$ cat config.mk
export PLATFORM = sky130hd
export DESIGN_NAME = fetch_unit
export DESIGN_NICKNAME = d
export VERILOG_FILES = /design/src/rtl/processor_defines.sv /design/src/rtl/fetch_buffer.sv /design/src/rtl/fetch_unit.sv
export SDC_FILE = /design/constraint.sdc
export NUM_CORES = 1
export LEC_CHECK = 0
export ABC_AREA = 1
export CAP_MARGIN = 20
export CORE_UTILIZATION = 50
export CTS_CLUSTER_DIAMETER = 200
export DETAILED_ROUTE_END_ITERATION = 8
export PLACE_DENSITY = 0.78
export SETUP_SLACK_MARGIN = 0.15
export SYNTH_ARGS = -nofsm -noshare
export SYNTH_HDL_FRONTEND = slang
export SYNTH_SLANG_ARGS = --single-unit
$ cat constraint.sdc
create_clock -name i_clk -period 5.4 [get_ports i_clk]
set_input_delay 1.08 -clock i_clk [delete_from_list [all_inputs] [get_ports i_clk]]
set_output_delay 1.08 -clock i_clk [all_outputs]
set_load 0.05 [all_outputs]
$ cat src/rtl/processor_defines.sv
// ---------------------------------------------------------------------------
// processor_defines
//   Definitions shared by the fetch, decode and jump stages: address and
//   instruction widths, the default reset PC, the fetch FSM state encoding
//   and the instruction-buffer entry layout.
// ---------------------------------------------------------------------------
package processor_defines;

   localparam int unsigned ADDR_W = 32;
   localparam int unsigned INST_W = 32;

   localparam logic [ADDR_W-1:0] RESET_PC_DEFAULT = 32'h0000_0000;

   // RUN: nothing outstanding; WAIT: one request outstanding, response kept;
   // WAIT_DROP: one request outstanding, response will be thrown away.
   typedef enum logic [1:0] {
      ST_RUN       = 2'd0,
      ST_WAIT      = 2'd1,
      ST_WAIT_DROP = 2'd2
   } fetch_state_e;

   typedef struct packed {
      logic [ADDR_W-1:0] pc;
      logic [INST_W-1:0] inst;
   } fetch_entry_t;

   // Instructions are word aligned; the low two address bits are ignored.
   function automatic logic [ADDR_W-1:0] align_word(input logic [ADDR_W-1:0] addr);
      return {addr[ADDR_W-1:2], 2'b00};
   endfunction

endpackage

$ cat src/rtl/fetch_buffer.sv
// ---------------------------------------------------------------------------
// fetch_buffer
//   Two-entry FIFO holding fetched {pc, instruction} pairs for decode.
//   Ports:
//     i_clk, i_rst    clock, synchronous active-low reset
//     push/push_entry write one entry (ignored when full without a pop)
//     pop             remove head entry (ignored when empty)
//     flush           empty the FIFO; overrides push and pop
//     head_entry      oldest entry
//     count           number of valid entries (0..2)
// ---------------------------------------------------------------------------
module fetch_buffer
   import processor_defines::*;
#(
   parameter int unsigned DEPTH = 2
)
(
   input  logic         i_clk,
   input  logic         i_rst,
   input  logic         push,
   input  fetch_entry_t push_entry,
   input  logic         pop,
   input  logic         flush,
   output fetch_entry_t head_entry,
   output logic [1:0]   count
);

   localparam logic [1:0] FULL = 2'(DEPTH);

   fetch_entry_t mem_q [2];
   fetch_entry_t mem_d [2];
   logic         wr_ptr_q, wr_ptr_d;
   logic         rd_ptr_q, rd_ptr_d;
   logic [1:0]   count_q, count_d;
   logic         do_push, do_pop;

   always_comb begin
      do_pop   = pop & (count_q != 2'd0) & ~flush;
      do_push  = push & ((count_q != FULL) | do_pop) & ~flush;
      mem_d    = mem_q;
      wr_ptr_d = wr_ptr_q;
      rd_ptr_d = rd_ptr_q;
      count_d  = count_q;
      if (flush) begin
         wr_ptr_d = 1'b0;
         rd_ptr_d = 1'b0;
         count_d  = 2'd0;
      end else begin
         // With two entries a one-bit pointer simply toggles on each access.
         if (do_push) begin
            mem_d[wr_ptr_q] = push_entry;
            wr_ptr_d        = ~wr_ptr_q;
         end
         if (do_pop) begin
            rd_ptr_d = ~rd_ptr_q;
         end
         case ({do_push, do_pop})
            2'b10:   count_d = count_q + 2'd1;
            2'b01:   count_d = count_q - 2'd1;
            default: count_d = count_q;
         endcase
      end
   end

   always_ff @(posedge i_clk) begin
      if (!i_rst) begin
         wr_ptr_q <= 1'b0;
         rd_ptr_q <= 1'b0;
         count_q  <= 2'd0;
      end else begin
         wr_ptr_q <= wr_ptr_d;
         rd_ptr_q <= rd_ptr_d;
         count_q  <= count_d;
      end
   end

   // Payload storage carries no reset; validity is tracked by count_q.
   always_ff @(posedge i_clk) begin
      mem_q <= mem_d;
   end

   assign head_entry = mem_q[rd_ptr_q];
   assign count      = count_q;

endmodule

$ cat src/rtl/fetch_unit.sv
// ---------------------------------------------------------------------------
// fetch_unit
//   Instruction fetch: issues word fetches to instruction memory, keeps at
//   most one request outstanding, buffers returned words in a 2-entry FIFO
//   and hands them to decode. A redirect flushes the buffer, reloads the PC
//   and discards any response still in flight.
//   Ports:
//     i_clk, i_rst                      clock, synchronous active-low reset
//     redirect_valid, redirect_pc       PC redirect from jump/branch stage
//     imem_req_valid/addr/ready         fetch request handshake
//     imem_resp_valid/data              fetch response (no backpressure)
//     inst_valid/data/pc, inst_ready    instruction handshake toward decode
//     misalign_err                      one-cycle pulse after a redirect
//                                       whose target has nonzero bits [1:0]
// ---------------------------------------------------------------------------
module fetch_unit
   import processor_defines::*;
#(
   parameter logic [31:0] RESET_PC  = RESET_PC_DEFAULT,
   parameter int unsigned BUF_DEPTH = 2
)
(
   input  logic        i_clk,
   input  logic        i_rst,
   input  logic        redirect_valid,
   input  logic [31:0] redirect_pc,
   output logic        imem_req_valid,
   output logic [31:0] imem_req_addr,
   input  logic        imem_req_ready,
   input  logic        imem_resp_valid,
   input  logic [31:0] imem_resp_data,
   output logic        inst_valid,
   output logic [31:0] inst_data,
   output logic [31:0] inst_pc,
   input  logic        inst_ready,
   output logic        misalign_err
);

   fetch_state_e state_q, state_d;
   logic [31:0]  pc_q, pc_d;
   logic [31:0]  out_pc_q, out_pc_d;
   logic         misalign_q, misalign_d;

   logic [1:0]   buf_count;
   logic         req_fire, pop, push;
   fetch_entry_t push_entry, head_entry;

   // Outputs are gated with i_rst so nothing is offered while reset is held.
   // imem_req_* depend only on registered state and the redirect input,
   // never on the memory response.
   assign imem_req_valid = i_rst & (state_q == ST_RUN) &
                           (buf_count < 2'(BUF_DEPTH)) & ~redirect_valid;
   assign imem_req_addr  = pc_q;
   assign inst_valid     = i_rst & (buf_count != 2'd0) & ~redirect_valid;
   assign inst_data      = head_entry.inst;
   assign inst_pc        = head_entry.pc;
   assign misalign_err   = misalign_q;

   assign req_fire   = imem_req_valid & imem_req_ready;
   assign pop        = inst_valid & inst_ready;
   assign push       = (state_q == ST_WAIT) & imem_resp_valid & ~redirect_valid;
   assign push_entry = {out_pc_q, imem_resp_data};

   always_comb begin
      state_d    = state_q;
      pc_d       = pc_q;
      out_pc_d   = out_pc_q;
      misalign_d = redirect_valid & (redirect_pc[1:0] != 2'b00);
      if (redirect_valid) begin
         pc_d = align_word(redirect_pc);
         case (state_q)
            // A response landing in the redirect cycle is consumed and
            // dropped; otherwise the in-flight one must still be absorbed.
            ST_WAIT, ST_WAIT_DROP: state_d = imem_resp_valid ? ST_RUN : ST_WAIT_DROP;
            default:               state_d = ST_RUN;
         endcase
      end else begin
         case (state_q)
            ST_RUN: begin
               if (req_fire) begin
                  pc_d     = pc_q + 32'd4;
                  out_pc_d = pc_q;
                  state_d  = ST_WAIT;
               end
            end
            ST_WAIT, ST_WAIT_DROP: begin
               if (imem_resp_valid) begin
                  state_d = ST_RUN;
               end
            end
            default: state_d = ST_RUN;
         endcase
      end
   end

   always_ff @(posedge i_clk) begin
      if (!i_rst) begin
         state_q    <= ST_RUN;
         pc_q       <= RESET_PC;
         out_pc_q   <= RESET_PC;
         misalign_q <= 1'b0;
      end else begin
         state_q    <= state_d;
         pc_q       <= pc_d;
         out_pc_q   <= out_pc_d;
         misalign_q <= misalign_d;
      end
   end

   fetch_buffer #(
      .DEPTH (BUF_DEPTH)
   ) u_buffer (
      .i_clk      (i_clk),
      .i_rst      (i_rst),
      .push       (push),
      .push_entry (push_entry),
      .pop        (pop),
      .flush      (redirect_valid),
      .head_entry (head_entry),
      .count      (buf_count)
   );

endmodule

; ---- Word-level counts from Yosys, hierarchy flattened
; Index checks and enable logic that the tools add are counted.
[op_classes]
add_sub_neg = 3
magnitude_cmp = 4
n_eq_ne = 7
muxes = 16
bitwise_logic = 21
reduce_logical = 14
[ops]
columns = op, count
row1 = 64-bit 2-to-1 mux, 4
row2 = 128-bit bitwise mux, 1
row3 = 32-bit 2-to-1 mux, 3
row4 = 64-bit demux with 1-bit select, 1
row5 = 32-bit by 3-bit adder with 32-bit output (second input constant), 1
row6 = 1-bit bitwise AND, 14
row7 = 2-bit 2-to-1 mux, 5
row8 = 2-bit nonzero test, 5
row9 = 2-bit one-hot mux with 2 select lines, 2
row10 = 2-bit AND reduction, 4
row11 = 3-bit inequality test (second input constant), 2
row12 = 2-bit by 1-bit equality test with 1-bit output (second input constant), 2
row13 = 2-bit equality test (second input constant), 2
row14 = 2-bit greater-or-equal comparator (second input constant), 2
row15 = 1-bit inverter, 4
row16 = 1-bit inverter with 2-bit output, 2
row17 = 2-bit OR reduction, 2
row18 = 3-bit AND reduction, 1
row19 = 2-bit by 1-bit adder with 2-bit output (second input constant), 1
row20 = 2-bit logical NOT, 1
row21 = 2-bit by 1-bit < comparator with 1-bit output (second input constant), 1
row22 = 2-bit < comparator (second input constant), 1
row23 = 2-bit inequality test (second input constant), 1
row24 = 2-bit by 1-bit subtractor with 2-bit output (second input constant), 1
row25 = 2 further kinds, 2
[word_totals]
register_bits = 199
out_inout_bits = 99
wordCells = 77

; ---- Depth between registers and ports, before layout
[logic_depth]
depth_word = 11
mapped_depth = 12
depth_no_buf = 11

; ---- Hierarchy
; Synthesis repeated with hierarchy kept, for this count alone.
[hier_totals]
cells_unflattened = 888
hier_area_um2 = 8261.7
[modules_own_cells]
columns = module, n_inst, cells_per_inst, area_each_um2, seq_area_each_um2
row1 = fetch_buffer, 1, 372, 4911.0, 3923.8
row2 = fetch_unit, 1, 516, 3350.7, 1261.2

; ---- Worst setup path after synthesis
; No wires, ideal clock.
[synth_path]
path_type = input -> register
from = input redirect_valid
to = register u_buffer.mem_q[0] (netlist bit) (enable)
arrival_time_ps = 4904
setup_slack_ps = 12
path_stages = 8
cell_sequence = buf_6 > inv_2 > nand2_2 > a21oi_2 > nand2_1 > nand3_1 > nand4_2 > nor2_1
[synth_via]
elab_chain_cells = 9
[synth_rtl]
columns = element, line
row1 = start: declaration, fetch_unit.sv:25  ; input logic redirect_valid,
row2 = 1-bit inverter (no line), --
row3 = 1-bit bitwise AND, fetch_unit.sv:54  ; assign inst_valid = i_rst & (buf_count != 2'd0) & ~redirect_valid;
row4 = named net inst_valid, fetch_unit.sv:32  ; output logic inst_valid,
row5 = 1-bit bitwise AND, fetch_unit.sv:60  ; assign pop = inst_valid & inst_ready;
row6 = 1-bit bitwise AND (2 in series), fetch_buffer.sv:38  ; do_pop = pop & (count_q != 2'd0) & ~flush;
row7 = 1-bit OR, fetch_buffer.sv:39  ; do_push = push & ((count_q != FULL) | do_pop) & ~flush;
row8 = 1-bit bitwise AND (2 in series), fetch_buffer.sv:39
row9 = 2-bit AND reduction (no line), --
row10 = end signal: assignment, fetch_buffer.sv:79  ; mem_q <= mem_d;
row11 = end: declaration, fetch_buffer.sv:30  ; fetch_entry_t mem_q [2];
; The timed path passes the listed nets, and every way through them passes these cells.
; A chain may end at the register's enable or synchronous reset.

; ---- Worst setup path after layout
[layout_path]
from = input redirect_valid
to = output inst_valid
[layout_via]
elab_chain_cells = 2
[layout_rtl]
columns = element, line
row1 = 1-bit inverter (no line), --
row2 = 1-bit bitwise AND, fetch_unit.sv:54
row3 = end: declaration, fetch_unit.sv:32
; No other way between the ends.

==> results_tabular.tex <==
\begin{tabular}{lr}
\hline
Metric & Value \\
\hline
\multicolumn{2}{l}{\textbf{Power}} \\
\quad Portion of total power attributed to sequential cells & 52.9\% \\
\quad Proportion of power drawn by the clock network & 37.7\% \\
\quad Lkg Pwr & 4.02 nW \\
\quad Power per cell area & 292 nW/um\^{}2 \\
\quad Switching Fraction & 23.7\% \\
\quad Total internal power & 2.32 mW \\
\quad Switching power of the nets & 0.723 mW \\
\quad Relative contribution of combinational cells to total power & 9.4\% \\
\quad Worst vdd ir & 0.217 mV \\
\multicolumn{2}{l}{\textbf{Yosys}} \\
\quad EDFF count, synth & 124 \\
\quad Gate count of the mapped netlist & 874 \\
\quad Number of warnings issued by yosys & 0 \\
\quad Sequential cell area fraction in the yosys report & 62.7\% \\
\quad Number of synthesized register bits & 191 \\
\quad Ys flop type & sky130\_fd\_sc\_hd\_\_edfxtp\_1 \\
\quad Avg Cell Area, Syn & 9.25 sq um \\
\quad Unique masters post-synth & 37 \\
\quad Post-synth ARST share & 0\% \\
\quad Cell area after technology mapping & 8080 sq um \\
\multicolumn{2}{l}{\textbf{STA}} \\
\quad Number of setup violations in the final report & 0 \\
\quad Share of the clock period used by the worst path after layout & 74.4\% \\
\quad Clk\_skew & 0.00855 ns \\
\quad Final WS setup & 1.38 ns \\
\quad Minimum period implied by the final worst setup slack & 4.02 ns \\
\quad Final number of hold-violating endpoints & 0 \\
\quad Actual transition at the worst max-transition pin & 0.865 ns \\
\quad Unrepaired setup endpoints after global routing & false \\
\quad Number of max-slew violations in the final report & 0 \\
\quad Fmax & 0.249 GHz \\
\quad Total Neg Setup Slack & 0 ns \\
\quad Slew HR & 42.2\% \\
\multicolumn{2}{l}{\textbf{Place}} \\
\quad Placement-stage worst setup slack & 1.37 ns \\
\quad I/O Buffers & 164 \\
\quad RD Place Congestion & 0.892 \\
\quad HPWL after DPL & 11900 microns \\
\multicolumn{2}{l}{\textbf{Floorplan}} \\
\quad Number of primary I/O pins & 169 \\
\quad Initial Util & 51.1\% \\
\quad Core footprint & 15800 sq um \\
\quad Die Span Y & 129 microns \\
\quad Chip width & 129 microns \\
\quad Die area & 16700 sq um \\
\quad Site Rows & 46 \\
\multicolumn{2}{l}{\textbf{Detailed routing}} \\
\quad DRC errors left & 0 \\
\quad Total Routed Length & 17700 microns \\
\quad Residual antenna-violating net count after detailed routing & 0 \\
\quad Post-DR wirelength/cell & 14.1 microns \\
\quad Number of vias in the routed layout & 6295 \\
\quad Number of vias per cell & 5.01 \\
\quad First drt pass iteration count & 5 \\
\quad Drt initial violations & 413 \\
\multicolumn{2}{l}{\textbf{Final layout}} \\
\quad Layout Area Growth over Synthesis & 29.2\% \\
\quad Most common cell after layout, fill and taps aside & sky130\_fd\_sc\_hd\_\_nand2\_1 \\
\quad Net total in the final layout & 1102 \\
\quad Layout cells sized above 1 & 5.96\% \\
\quad Commonest cells after routing, fill and taps aside & sky130\_fd\_sc\_hd\_\_nand2\_1, sky130\_fd\_sc\_hd\_\_clkdlybuf4s50\_1, sky130\_fd\_sc\_hd\_\_edfxtp\_1 \\
\quad Ant diodes & 0 \\
\multicolumn{2}{l}{\textbf{Clocking}} \\
\quad H-Tree Depth & 4 \\
\quad Post-cts gate resize count & 0 \\
\quad Number of buffers between clock root and the deepest sink & 2 \\
\quad Sink count of the clock tree & 191 \\
\quad Buffer count from post-CTS setup fixing & 0 \\
\quad TritonCTS clock tree & built \\
\quad Number of hold buffers added after CTS & 0 \\
\quad Num CTS Buffers & 17 \\
\quad CTS root buf & sky130\_fd\_sc\_hd\_\_clkbuf\_16 \\
\quad Clock latency on the worst-skew pair & 0.42 ns \\
\quad Clock edge transition at the registers on the reported setup and hold paths & 0.06 ns \\
\multicolumn{2}{l}{\textbf{Hold path}} \\
\quad Class of the most critical hold timing path & reg -> reg \\
\multicolumn{2}{l}{\textbf{GRT}} \\
\quad Number of antenna violations at the first check in global routing & 0 \\
\quad Largest net degree at the start of global routing & 63 \\
\quad Vias in the first global route & 5579 \\
\quad Global-route usage over all layers & 21.6\% \\
\quad GRT overflow & 0 \\
\quad Wire length of the first global-routing pass & 27500 microns \\
\multicolumn{2}{l}{\textbf{Critical path}} \\
\quad Crit path required time & 4.32 ns \\
\quad Critical Path Start Type & input pin \\
\quad Largest fanout on the critical path & 34 \\
\quad Critical Setup Path Class & in -> out \\
\quad Crit path capture type & output pin \\
\quad WP data arrival & 2.94 ns \\
\multicolumn{2}{l}{\textbf{Run}} \\
\quad Max cap viols & 0 \\
\multicolumn{2}{l}{\textbf{Outcome}} \\
\quad Result of the run & finished clean \\
\hline
\end{tabular}
[layer usage]
layer | wire length (microns) | track usage [%] | up-vias
met3 | 1250 | 5.16 | 23
li1 | - | - | 3164
met5 | 0 | 0 | -
met4 | 249 | 7.89 | 0
met2 | 8300 | 34.9 | 229
met1 | 7880 | 28.4 | 2879
[path summary, 6_finish.rpt]
kind	from	endpoint	cells past startpoint	slack (ns)
setup / recovery	redirect_valid	inst_valid	6	1.38
hold / removal	out_pc_q[4]	u_buffer.mem_q[36]	0	0.46
setup reg to reg	u_buffer.count[1]	u_buffer.mem_q[38]	7	3.03
hold reg to reg	out_pc_q[4]	u_buffer.mem_q[36]	0	0.46
[synth_stat cells, drive strengths merged, types with 2 or more instances]
cell    number  area (sq um)
a21oi       41           209
a22oi        2          15.0
a31oi        6          37.5
buf         20           135
clkbuf      19          71.3
dfxtp       67          1340
edfxtp     124          3720
ha           4          50.1
inv         68           255
nand2      346          1310
nand3       38           195
nand3b       3          22.5
nand4        9          77.6
nor2        72           318
nor3         6          35.0
o21a         5          37.5
o21ai       35           175
xor2         4          35.0
[registers in the layout, summed over array words and instances, names as in the netlist]
register,cells
u_buffer.count,2
state_q,2
out_pc_q,30
imem_req_addr,30
u_buffer.rd_ptr_q,1
u_buffer.mem_q,124
misalign_err,1
u_buffer.wr_ptr_q,1
[metrics by stage]
stage	std cells	instance area [sq um]	hold WS (ns)	utilization [%]	power [mW]
after floorplan	877	8100	0.420	-	1.81
after global placement	1225	9890	0.435	62.5	1.92
after detailed placement	1225	9890	0.440	62.5	1.93
after CTS	1257	10400	0.457	66.0	3.07
after global routing	1257	10400	0.468	66.0	3.16
final	1257	10400	0.456	66.0	3.05
[power groups by stage]
stage	clock network, mW	registers [mW]	logic [mW]
2_1_floorplan	0	1.68	0.125
4_1_cts	1.18	1.61	0.285
3_3_place_gp	0	1.64	0.279
5_1_grt	1.24	1.62	0.306
3_5_place_dp	0	1.64	0.284
6_report	1.15	1.61	0.285
[worst max-delay path: stages]
cell and delay [ns]:
sky130_fd_sc_hd__clkdlybuf4s50_1 0.40, sky130_fd_sc_hd__buf_4 0.24, sky130_fd_sc_hd__inv_2 0.15, sky130_fd_sc_hd__nand2_2 0.09
sky130_fd_sc_hd__a21oi_2 0.15, sky130_fd_sc_hd__clkdlybuf4s50_1 0.82
[layout make-up]
type	count	area [sq um]
inverters	68	255
repair buffers	171	1720
well taps	216	270
clock buffers	18	429
multi-input cells	579	2580
clock inverters	14	119
fillers	1256	5390
flip-flops and latches	191	5070
[cell families after synthesis]
kind of cell / share of synthesized area [%]
XOR/XNOR: 0.542
AND/OR/NAND/NOR: 24.3
flip-flops: 62.7
buffers and inverters: 5.71
other: 0.0464
AO/OA/AOI/OAI: 6.07
adder cells (fa/ha/maj): 0.619
Note: power is estimated with default switching activity, not from simulation.
